===== src/rtl/program_loader_if.sv =====
// Byte-stream input, memory write port and CPU-control signals of the program loader.
// The host side uses the master modport and the loader uses the slave modport.
interface program_loader_if #(
    parameter int unsigned ADDR_WIDTH = 8
);
    logic [7:0]            in_data;
    logic                  in_valid;
    logic                  in_ready;
    logic                  imem_we;
    logic                  dmem_we;
    logic [ADDR_WIDTH-1:0] mem_addr;
    logic [31:0]           mem_wdata;
    logic                  cpu_rst;
    logic                  load_ok;
    logic                  load_err;

    modport master (
        output in_data, in_valid,
        input  in_ready, imem_we, dmem_we, mem_addr, mem_wdata, cpu_rst, load_ok, load_err
    );

    modport slave (
        input  in_data, in_valid,
        output in_ready, imem_we, dmem_we, mem_addr, mem_wdata, cpu_rst, load_ok, load_err
    );
endinterface


===== src/rtl/program_loader.sv =====
// Frame-based program loader: assembles big-endian words from a byte stream, writes
// them into IMEM or DMEM, and holds the CPU in reset until a frame checksum matches.
module program_loader #(
    parameter int unsigned ADDR_WIDTH = 8
) (
    input  logic                   clk,
    input  logic                   rst,
    program_loader_if.slave        bus
);
    localparam logic [7:0] CMD_IMEM = 8'hA5;
    localparam logic [7:0] CMD_DMEM = 8'h5A;
    localparam int unsigned CNT_W   = 16;

    typedef enum logic [2:0] {
        S_IDLE,
        S_CNT_HI,
        S_CNT_LO,
        S_DATA,
        S_CHECK
    } state_e;

    state_e                 state_q;
    logic                   tgt_imem_q;
    logic [CNT_W-1:0]       cnt_q;
    logic [1:0]             byte_cnt_q;
    logic [31:0]            asm_q;
    logic [7:0]             sum_q;
    logic [ADDR_WIDTH-1:0]  addr_q;
    logic                   in_ready_q;
    logic                   imem_we_q;
    logic                   dmem_we_q;
    logic [ADDR_WIDTH-1:0]  mem_addr_q;
    logic [31:0]            mem_wdata_q;
    logic                   cpu_rst_q;
    logic                   load_ok_q;
    logic                   load_err_q;
    logic                   accept;
    logic [31:0]            word_full;

    assign accept    = bus.in_valid && in_ready_q;
    assign word_full = {asm_q[23:0], bus.in_data};

    always_ff @(posedge clk or negedge rst) begin
        if (!rst) begin
            state_q     <= S_IDLE;
            tgt_imem_q  <= 1'b0;
            cnt_q       <= '0;
            byte_cnt_q  <= '0;
            asm_q       <= '0;
            sum_q       <= '0;
            addr_q      <= '0;
            in_ready_q  <= 1'b0;
            imem_we_q   <= 1'b0;
            dmem_we_q   <= 1'b0;
            mem_addr_q  <= '0;
            mem_wdata_q <= '0;
            cpu_rst_q   <= 1'b1;
            load_ok_q   <= 1'b0;
            load_err_q  <= 1'b0;
        end else begin
            in_ready_q <= 1'b1;
            imem_we_q  <= 1'b0;
            dmem_we_q  <= 1'b0;
            load_ok_q  <= 1'b0;
            load_err_q <= 1'b0;
            if (accept) begin
                unique case (state_q)
                    S_IDLE: begin
                        if (bus.in_data == CMD_IMEM || bus.in_data == CMD_DMEM) begin
                            tgt_imem_q <= (bus.in_data == CMD_IMEM);
                            cpu_rst_q  <= 1'b1;
                            addr_q     <= '0;
                            sum_q      <= '0;
                            state_q    <= S_CNT_HI;
                        end else begin
                            load_err_q <= 1'b1;
                        end
                    end
                    S_CNT_HI: begin
                        cnt_q[15:8] <= bus.in_data;
                        sum_q       <= sum_q + bus.in_data;
                        state_q     <= S_CNT_LO;
                    end
                    S_CNT_LO: begin
                        cnt_q[7:0] <= bus.in_data;
                        sum_q      <= sum_q + bus.in_data;
                        byte_cnt_q <= '0;
                        state_q    <= ({cnt_q[15:8], bus.in_data} == '0) ? S_CHECK : S_DATA;
                    end
                    S_DATA: begin
                        sum_q      <= sum_q + bus.in_data;
                        asm_q      <= word_full;
                        byte_cnt_q <= byte_cnt_q + 2'd1;
                        // Fourth byte completes a word: present it on the write port next cycle.
                        if (byte_cnt_q == 2'd3) begin
                            mem_wdata_q <= word_full;
                            mem_addr_q  <= addr_q;
                            imem_we_q   <= tgt_imem_q;
                            dmem_we_q   <= !tgt_imem_q;
                            addr_q      <= addr_q + ADDR_WIDTH'(1);
                            cnt_q       <= cnt_q - CNT_W'(1);
                            if (cnt_q == CNT_W'(1)) begin
                                state_q <= S_CHECK;
                            end
                        end
                    end
                    S_CHECK: begin
                        if (bus.in_data == sum_q) begin
                            load_ok_q <= 1'b1;
                            cpu_rst_q <= 1'b0;
                        end else begin
                            load_err_q <= 1'b1;
                        end
                        state_q <= S_IDLE;
                    end
                    default: state_q <= S_IDLE;
                endcase
            end
        end
    end

    assign bus.in_ready  = in_ready_q;
    assign bus.imem_we   = imem_we_q;
    assign bus.dmem_we   = dmem_we_q;
    assign bus.mem_addr  = mem_addr_q;
    assign bus.mem_wdata = mem_wdata_q;
    assign bus.cpu_rst   = cpu_rst_q;
    assign bus.load_ok   = load_ok_q;
    assign bus.load_err  = load_err_q;
endmodule


===== src/flat_wrapper.sv =====
// flat-port wrapper written by rule: the top's interface ports become plain ports
module program_loader_flat 
#(
    parameter int unsigned ADDR_WIDTH = 8
)
  (clk, rst, bus_in_data, bus_in_valid, bus_in_ready, bus_imem_we, bus_dmem_we, bus_mem_addr, bus_mem_wdata, bus_cpu_rst, bus_load_ok, bus_load_err);
  program_loader_if #(.ADDR_WIDTH(ADDR_WIDTH)) bus_i ();
  input  logic clk;
  input  logic rst;
  input wire logic [$bits(bus_i.in_data)-1:0] bus_in_data;
  input wire logic [$bits(bus_i.in_valid)-1:0] bus_in_valid;
  output wire logic [$bits(bus_i.in_ready)-1:0] bus_in_ready;
  output wire logic [$bits(bus_i.imem_we)-1:0] bus_imem_we;
  output wire logic [$bits(bus_i.dmem_we)-1:0] bus_dmem_we;
  output wire logic [$bits(bus_i.mem_addr)-1:0] bus_mem_addr;
  output wire logic [$bits(bus_i.mem_wdata)-1:0] bus_mem_wdata;
  output wire logic [$bits(bus_i.cpu_rst)-1:0] bus_cpu_rst;
  output wire logic [$bits(bus_i.load_ok)-1:0] bus_load_ok;
  output wire logic [$bits(bus_i.load_err)-1:0] bus_load_err;
  assign bus_i.in_data = bus_in_data;
  assign bus_i.in_valid = bus_in_valid;
  assign bus_in_ready = bus_i.in_ready;
  assign bus_imem_we = bus_i.imem_we;
  assign bus_dmem_we = bus_i.dmem_we;
  assign bus_mem_addr = bus_i.mem_addr;
  assign bus_mem_wdata = bus_i.mem_wdata;
  assign bus_cpu_rst = bus_i.cpu_rst;
  assign bus_load_ok = bus_i.load_ok;
  assign bus_load_err = bus_i.load_err;
  program_loader #(.ADDR_WIDTH(ADDR_WIDTH)) u_core (.clk(clk), .rst(rst), .bus(bus_i));
endmodule

===== config.mk =====
export PLATFORM = sky130hd
export DESIGN_NAME = program_loader_flat
export DESIGN_NICKNAME = d
export VERILOG_FILES = /design/src/rtl/program_loader_if.sv /design/src/rtl/program_loader.sv /design/src/flat_wrapper.sv
export SDC_FILE = /design/constraint.sdc
export NUM_CORES = 1
export LEC_CHECK = 0
export CORE_ASPECT_RATIO = 0.75
export CORE_MARGIN = 2
export CORE_UTILIZATION = 55
export DETAILED_ROUTE_END_ITERATION = 12
export GPL_ROUTABILITY_DRIVEN = 0
export PLACE_DENSITY = 0.81
export SYNTH_ARGS = -nofsm -noshare
export SYNTH_HDL_FRONTEND = slang
export SYNTH_SLANG_ARGS = --single-unit

===== constraint.sdc =====
create_clock -name clk -period 7.15 [get_ports clk]
set_input_delay 0.715 -clock clk [delete_from_list [all_inputs] [get_ports clk]]
set_output_delay 0.715 -clock clk [all_outputs]
set_load 0.01 [all_outputs]

==> metrics, run 1 <==
status=finished clean; Nets=577; pwr/cell area=398.1 mW/mm2; post-synthesis mux area share=5.922%; r2r setup slk=4.54 ns; cell area after synthesis=0.004986 mm2; grt ovf=0; CP max stage delay=0.63 ns; DRC=0; Synth top area share=53.70%; initial antenna violation count=0; die height=86.46 um; die width=113.9 um; Synth area leaders=dfrtp_1 (54%), nand2_1 (10%), mux2_2 (5.4%), ha_1 (2.8%), a21oi_1 (2.6%); final period utilization=39.30%; cell with the largest stage delay on the worst path=or4_1; DP HPWL=7610 um; # hold bufs at CTS=0; # IOs=57; syn avg cell area=9.893 um2; PortBufs=56; via count=3998; die area=0.009851 mm2; Leakage=2.742 nW; Final Util=66.43%; fin cells=671; Most used DFF post-synth=dfrtp_1; Distinct cells, synth=57; EDFF count, synth=0; Cell Area, Placed=0.005644 mm2; critical path required time=7.35 ns; critical-path cell list=clkdlybuf4s50_1, or4_1, nor2_1, o21ai_0, nor2_1, a31oi_1; cells after synthesis=504; clk_skew=0.006164 ns; core box area=0.008934 mm2; initial core utilization=55.81%; kind of end point of the critical path=flop; post-route cell area=0.005934 mm2; vias in the first global route=3957; clk slew on worst S/H paths=0.07 ns; CP startpoint kind=primary input; share of cells above drive strength 1=10.55%; kind of critical path=in2reg; Place WS=4.041 ns; setup tns final=0 ns; Clock Tree Root=clkbuf_16; asr flop ratio synth=100.0%; maximum clock path buffer count=2; Std-Cell Rows=30; adder-cell area share of the yosys netlist=3.162%; Final Worst Setup Slack=4.340 ns; fmax=0.3559 GHz; Synth Area in Compound Gates=14.18%; diodes inserted=0; final wirelength=11600 um; post-DR vias/cell=5.958; Worst Path Max Fanout=8; DR iter-0 viols=277; flops & latches, synth=108; Final Hold Viols=0; R2R depth=5; Clock Latency Late Sink=0.35 ns; Area Growth Syn to Fin=19.02%; max_cap viols=0; number of placed cells counting well taps=655; arrival time at the worst endpoint=3.01 ns; setup bufs post-CTS=0; leading area contributor after synthesis=dfrtp_1; TritonRoute pass-1 iters=5; sequential share of the synthesized area=54.23%; Least-Margin Pin Slew=0.9385 ns; post-route ant nets=0; simple-gate area share of the yosys netlist=19.37%; post-synthesis xor/xnor area fraction=0.8783%; final setup violation count=0; post_cts resized=0; WL/cell=17.29 um; first-pass GRT wire length=19360 um; cts bufs inserted=9; RSZ-0062 raised after global routing=false; register area=0.002704 mm2; Worst VDD drop=0.0002168 V; syn nets=527; YS warnings=0; final slew viol count=0; TritonCTS clock tree=yes; final period demand of the worst path=2.810 ns; most frequent CP cell=nor2_1; Tot GR Track Use=25.35%; Pwr Total=2.362 mW; largest family of logic cells by synthesized area=simple AND/OR/NAND/NOR gates; relative slew slack=37.26%; H-tree levels=3; Hold WC Path Type=in2async; filler cell count in the final layout=712; Hold WS=0.3496 ns; clock tree sinks=108; largest net degree at the start of global routing=68; area of the multi-input gates=0.002178 mm2
path summary, 6_finish.rpt:
check,start,endpoint
worst max-delay path,bus_in_data[1],u_core.addr_q[5]$_DFFE_PN0P_
worst min-delay path,rst,u_core.bus.mem_addr[4]$_DFFE_PN0P_
worst max register to register,u_core.state_q[2]$_DFFE_PN0P_,u_core.asm_q[0]$_DFFE_PN0P_
worst min register to register,u_core.tgt_imem_q$_DFFE_PN0P_,u_core.bus.dmem_we$_DFF_PN0_
max in group asynchronous,rst,u_core.bus.mem_wdata[30]$_DFFE_PN0P_
min in group clk,u_core.tgt_imem_q$_DFFE_PN0P_,u_core.bus.dmem_we$_DFF_PN0_
flip-flops by register name (all words and copies together) (netlist names), 2 cells and up:
register              count
u_core.addr_q             8
u_core.cnt_q             16
u_core.sum_q              8
u_core.bus.mem_addr       8
u_core.state_q            3
u_core.asm_q             24
u_core.bus.mem_wdata     32
u_core.byte_cnt_q         2
cell usage in the layout (no fill, tap or decap), types with 3 or more instances in the layout:
cell type          n
a211oi_1           4
a21o_1             5
a21oi_1           26
a22o_1             8
a31oi_1           10
and3_1             6
buf_4              6
clkbuf_16          9
clkdlybuf4s50_1   55
dfrtp_1          107
ha_1              11
inv_1              7
inv_6              4
mux2_2            24
nand2_1          134
nand3_1           11
nand4_1            3
nor2_1            27
nor3_1            12
nor3b_1            3
nor4_1             3
o21a_1             6
o21ai_0           23
o22a_1             3
or4_1              4
xnor2_1            4
kinds of logic after synthesis:
| group | Yosys count |
|---|---|
| compound gates | 105 |
| xor+xnor | 5 |
| fa+ha+maj | 12 |
| buf+inv | 29 |
| flops | 108 |
| mux | 26 |
| other cells | 1 |
| simple gates | 218 |
cells in the mapped netlist, drive strengths merged (4+ instances only):
cell type  instances
nor3b              4
or4                5
dfrtp            107
nor2              29
nand3             11
xnor2              4
o21a               6
a31oi             10
ha                11
nand2            134
a21o               5
mux2              25
a22o               8
a21oi             26
nor3              12
clkbuf            21
and3               6
o21ai             23
inv                7
a211oi             4
final cells by class:
type                    count  share of cell area (%)
inverters                   7                  0.4428
clock inverters             6                  0.8644
clock buffers              10                   4.027
multi-input cells         367                   36.71
flip-flops and latches    108                   45.56
repair buffers             61                   10.04
well taps                 112                   2.361
routing by layer:
layer	vias to the layer above	track usage, %	share of wire [%]
met2	147	39.83	48
li1	1859	-	-
met1	1976	34.32	43
met5	-	0	0
met3	16	7.552	6.6
met4	0	8.093	1.6
critical path: cells and delay by family:
kind	cells	cell delay (ns)
AOI/OAI and AO/OA	2	0.34
and+or+nand+nor	3	1.36
buffers and inverters	1	0.60
where the power goes:
| group | switching [mW] | internal, mW |
|---|---|---|
| Combinational | 0.425 | 0.420 |
| Clock | 0.236 | 0.252 |
| Sequential | 0.194 | 0.835 |
| Total | 0.856 | 1.51 |
Note: power is estimated with default switching activity, not from simulation.
==> inputs of run 2 (changes only) <==
- clock period: 7.15 -> 2.9 ns (I/O delays scaled with it)
==> run 2 against run 1 <==
Non-clock buffer count grew 12. Sequential share of layout area decreased by 0.89 points. Hold slack better by 0.093 ns. Largest power group unchanged. Critical path type is now reg2reg. Largest cell class unchanged.
==> metrics, run 2 (synthesized netlist as in run 1, its figures left out) <==
CP max stage delay=0.49 ns; status=finished clean; grt ovf=0; final setup violation count=0; delay-heaviest family, CP=simple AND/OR/NAND/NOR gates; clk slew on worst S/H paths=0.07 ns; PortBufs=56; area of the multi-input gates=0.002178 mm2; initial core utilization=55.81%; critical-path cell list=or3_4, or4_4, o41ai_4, nor3b_4, mux2_4; initial antenna violation count=0; cts bufs inserted=9; H-tree levels=3; kind of end point of the critical path=flop; FF-to-FF End=u_core.state_q[0]$_DFFE_PN0P_; Clock Latency Late Sink=0.35 ns; DR iter-0 viols=345; Std-Cell Rows=30; clk_skew=0.007854 ns; share of cells above drive strength 1=11.91%; arrival time at the worst endpoint=2.68 ns; DP HPWL=8356 um; critical path required time=3.14 ns; via count=4137; die width=113.9 um; Nets=589; most common cell after layout, fill and taps aside=nand2_1; vias in the first global route=4171; final period utilization=84.11%; largest net degree at the start of global routing=68; fmax=0.4100 GHz; TritonCTS clock tree=yes; Worst Path Max Fanout=5; maximum clock path buffer count=2; clock tree sinks=108; Hold WS=0.4427 ns; diodes inserted=0; Largest register FFs=32; Worst Path Buf+Inv=0; core box area=0.008934 mm2; cell with the largest stage delay on the worst path=or4_4; Least-Margin Pin Slew=0.5750 ns; die height=86.46 um; CP startpoint kind=flop; register area=0.002704 mm2; worst setup path startpoint=u_core.cnt_q[9]$_DFFE_PN0P_; Leakage=2.815 nW; RSZ-0062 raised after global routing=false; post-route ant nets=0; Worst VDD drop=0.0005419 V; commonest non-fill, non-tap cells in the layout=nand2_1 (134), dfrtp_1 (107), clkdlybuf4s50_1 (55), nor2_1 (27), a21oi_1 (26); filler cell count in the final layout=700; kind of critical path=reg2reg; pwr/cell area=985.7 mW/mm2; final slew viol count=0; Hold WC Path Type=reg2reg; setup bufs post-CTS=0; Tot GR Track Use=26.47%; max_cap viols=0; post-DR vias/cell=6.057; WP depth=5; Area Growth Syn to Fin=21.41%; TritonRoute pass-1 iters=5; setup tns final=0 ns; R2R depth=5; Final Hold Viols=0; DRC=0; die area=0.009851 mm2; crit path capture=u_core.state_q[0]$_DFFE_PN0P_; first-pass GRT wire length=20110 um; r2r setup slk=0.46 ns; final period demand of the worst path=2.439 ns; post_cts resized=0; WL/cell=17.73 um; final wirelength=12110 um; Clock Tree Root=clkbuf_16; # IOs=57; relative slew slack=61.67%; R2R Path Start=u_core.cnt_q[9]$_DFFE_PN0P_
[run 2: cell types whose count changed in the layout (fill, tap and decap cells not counted), sizes merged]
cell,change
buf,+11
bufinv,+1
clkbuf,+3
clkinvlp,-1
dlygate4sd3,+1
inv,-3
[run 2: power by group]
part           total (mW)  internal [mW]  leakage [nW]  switching (mW)
Combinational        2.16           1.08          1.28            1.08
Sequential           2.55           2.06          1.38           0.490
Clock                1.26          0.720         0.150           0.537
[run 2: final cells by class]
type	count	share of cell area (%)
Clock buffer	13	4.299
Clock inverter	3	0.7234
Inverter	7	0.4341
Multi-Input combinational cell	367	35.99
Sequential cell	108	44.67
Tap cell	112	2.315
Timing Repair Buffer	73	11.58
[run 2: stage by stage]
| stage | util, % | instances | area, um2 | power, mW | setup WS [ns] |
|---|---|---|---|---|---|
| 2_1_floorplan | - | 504 | 4986 | 3.785 | 0.6620 |
| 6_report | 67.76 | 683 | 6053 | 5.967 | 0.4609 |
| 5_1_grt | 67.76 | 683 | 6053 | 6.335 | 0.2425 |
| 4_1_cts | 67.76 | 683 | 6053 | 5.956 | 0.4975 |
| 3_3_place_gp | 64.24 | 666 | 5739 | 4.558 | 0.3638 |
| 3_5_place_dp | 64.24 | 666 | 5739 | 4.684 | 0.2457 |
[run 2: worst min path at each step]
| stage | slack, ns | startpoint | cells after the start | endpoint |
|---|---|---|---|---|
| after floorplan | -0.006 | rst | 0 | u_core.addr_q[0]$_DFFE_PN0P_ |
| after global placement | 0.32 | rst | 1 | u_core.cnt_q[15]$_DFFE_PN0P_ |
| after detailed placement | 0.33 | rst | 1 | u_core.cnt_q[14]$_DFFE_PN0P_ |
| after CTS | 0.45 | u_core.tgt_imem_q$_DFFE_PN0P_ | 1 | u_core.bus.dmem_we$_DFF_PN0_ |
| after global routing | 0.47 | u_core.tgt_imem_q$_DFFE_PN0P_ | 1 | u_core.bus.dmem_we$_DFF_PN0_ |
| final | 0.44 | u_core.tgt_imem_q$_DFFE_PN0P_ | 1 | u_core.bus.dmem_we$_DFF_PN0_ |
[run 2: worst reg2reg max path, stage by stage, from the launching register on]
cell and delay, ns:
dfrtp_1 0.43, or3_4 0.44, or4_4 0.49, o41ai_4 0.36
nor3b_4 0.30, mux2_4 0.32
[run 2: repair_timing]
action	4_1_cts	5_1_grt
setup endpoints to repair	0	0
hold endpoints to repair	40	0
hold buffers	1	0
[run 2: metal layers]
| layer | part of all wire (%) | track usage (%) | vias up |
|---|---|---|---|
| li1 | - | - | 1884 |
| met1 | 42 | 34.50 | 2042 |
| met2 | 48 | 42.97 | 176 |
| met3 | 7.8 | 8.252 | 35 |
| met4 | 2.3 | 8.204 | 0 |
| met5 | 0 | 0 | - |
==> inputs of run 3 (changes only) <==
- clock period: 2.9 -> 2.36 ns (I/O delays scaled with it)
==> run 3 against run 2 <==
Global-route usage down 0.13 points. Final area is 2.6% higher. Combinational power increased by 28%. Register-to-register slack worse by 0.37 ns. Die area did not move. Wire length shrank 0.65%. Clock skew is essentially flat. Non-clock buffer count is 19 higher. Critical path depth unchanged. Flip-flop and latch count did not move. Sequential power increased by 22%.
==> metrics, run 3 (synthesized netlist as in run 1, its figures left out) <==
critical path required time=2.60 ns; Hold WC Path Type=in2async; Largest register FFs=32; RSZ-0062 raised after global routing=false; grt ovf=0; arrival time at the worst endpoint=2.51 ns; worst setup path startpoint=u_core.cnt_q[9]$_DFFE_PN0P_; # IOs=57; share of cells above drive strength 1=15.08%; CP startpoint kind=flop; R2R Path Start=u_core.cnt_q[9]$_DFFE_PN0P_; Place WS=-0.03617 ns; final period utilization=95.95%; initial core utilization=55.81%; Hold WS=0.3037 ns; Final Worst Setup Slack=0.09556 ns; kind of critical path=reg2reg; first-pass GRT wire length=20270 um; status=finished clean; die height=86.46 um; final period demand of the worst path=2.264 ns; kind of end point of the critical path=flop; PortBufs=56; most common cell after layout, fill and taps aside=nand2_1; via count=4086; commonest non-fill, non-tap cells in the layout=nand2_1 (134), dfrtp_1 (107), clkdlybuf4s50_1 (55), buf_4 (33), nor2_1 (27); Pwr Total=7.373 mW; initial antenna violation count=0; post_cts resized=0; Clock Tree Root=clkbuf_16; max_cap viols=0; WL/cell=17.14 um; Final Hold Viols=0; pwr/cell area=1188 mW/mm2; Area Growth Syn to Fin=24.52%; cts bufs inserted=9; Cell Area, Placed=0.005892 mm2; DP HPWL=8351 um; die area=0.009851 mm2; Leakage=2.904 nW; r2r setup slk=0.1 ns; post-route cell area=0.006208 mm2; FF-to-FF End=u_core.state_q[0]$_DFFE_PN0P_; crit path capture=u_core.state_q[0]$_DFFE_PN0P_; core box area=0.008934 mm2; clock tree sinks=108; DR iter-0 viols=302; vias in the first global route=4194; Std-Cell Rows=30; DRC=0; final setup violation count=0; Nets=608; post-DR vias/cell=5.821; final wirelength=12030 um; clk slew on worst S/H paths=0.08 ns; final slew viol count=0; R2R depth=5; fmax=0.4416 GHz; maximum clock path buffer count=2; Worst VDD drop=0.0006986 V; clk_skew=0.007368 ns; Worst Path Max Fanout=5; Clock Latency Late Sink=0.36 ns; diodes inserted=0; TritonRoute pass-1 iters=5; H-tree levels=3; TritonCTS clock tree=yes; die width=113.9 um; Tot GR Track Use=26.35%; largest net degree at the start of global routing=63; post-route ant nets=0
## run 3: cell types whose count changed in the layout (fill, tap and decap cells not counted), sizes merged
cell      before  now
clkinvlp       0    1
buf           17   36
bufinv         1    0
clkinv         1    2
inv            8   11
clkbuf        13    9
## run 3: area by class of cell
cell class,count,area (um2)
clock buffers,9,225.2
clock inverters,7,66.31
flip-flops and latches,108,2704
multi-input cells,367,2178
repair buffers,92,868.3
inverters,7,26.28
well taps,112,140.1
fillers,659,2725
## run 3: worst min-delay path by stage
| stage | from | end | slack (ns) | cells after the start |
|---|---|---|---|---|
| final | rst | u_core.addr_q[7]$_DFFE_PN0P_ | 0.30 | 2 |
| after global routing | rst | u_core.addr_q[2]$_DFFE_PN0P_ | 0.33 | 2 |
| after CTS | rst | u_core.addr_q[2]$_DFFE_PN0P_ | 0.31 | 2 |
| after detailed placement | rst | u_core.bus.mem_wdata[0]$_DFFE_PN0P_ | 0.14 | 1 |
| after global placement | rst | u_core.bus.mem_wdata[0]$_DFFE_PN0P_ | 0.14 | 1 |
| after floorplan | rst | u_core.addr_q[0]$_DFFE_PN0P_ | -0.06 | 0 |
## run 3: through the flow
stage                     TNS (ns)  instances  utilization, %
after detailed placement  -0.08019        683           65.95
after global routing             0        702           69.50
final                            0        702           69.50
after floorplan                  0        504               -
after CTS                        0        700           69.33
after global placement           0        683           65.95
## run 3: critical path, cell delays in order (launching register included)
cell and delay [ns]:
dfrtp_1 0.41, or3_4 0.41, or4_4 0.47, o41ai_4 0.25
nor3b_4 0.28, mux2_4 0.32
## run 3: layer usage
layer / global-route usage (%) / wire length, um
met2: 39.99 / 5484
met1: 34.80 / 5315
met4: 10.86 / 310
met3: 9.301 / 922
met5: 0 / 0
## run 3: report_power, final
group	internal [mW]	switching [mW]	total, mW
registers	2.53	0.583	3.11
clock network	0.743	0.755	1.50
logic	1.42	1.34	2.76
## run 3: what timing repair did
action                                  in CTS  in global routing
hold buffers                                 1                  0
endpoints found under the hold margin       19                  0
buffers inserted                             0                  2
endpoints found under the setup margin       0                  1
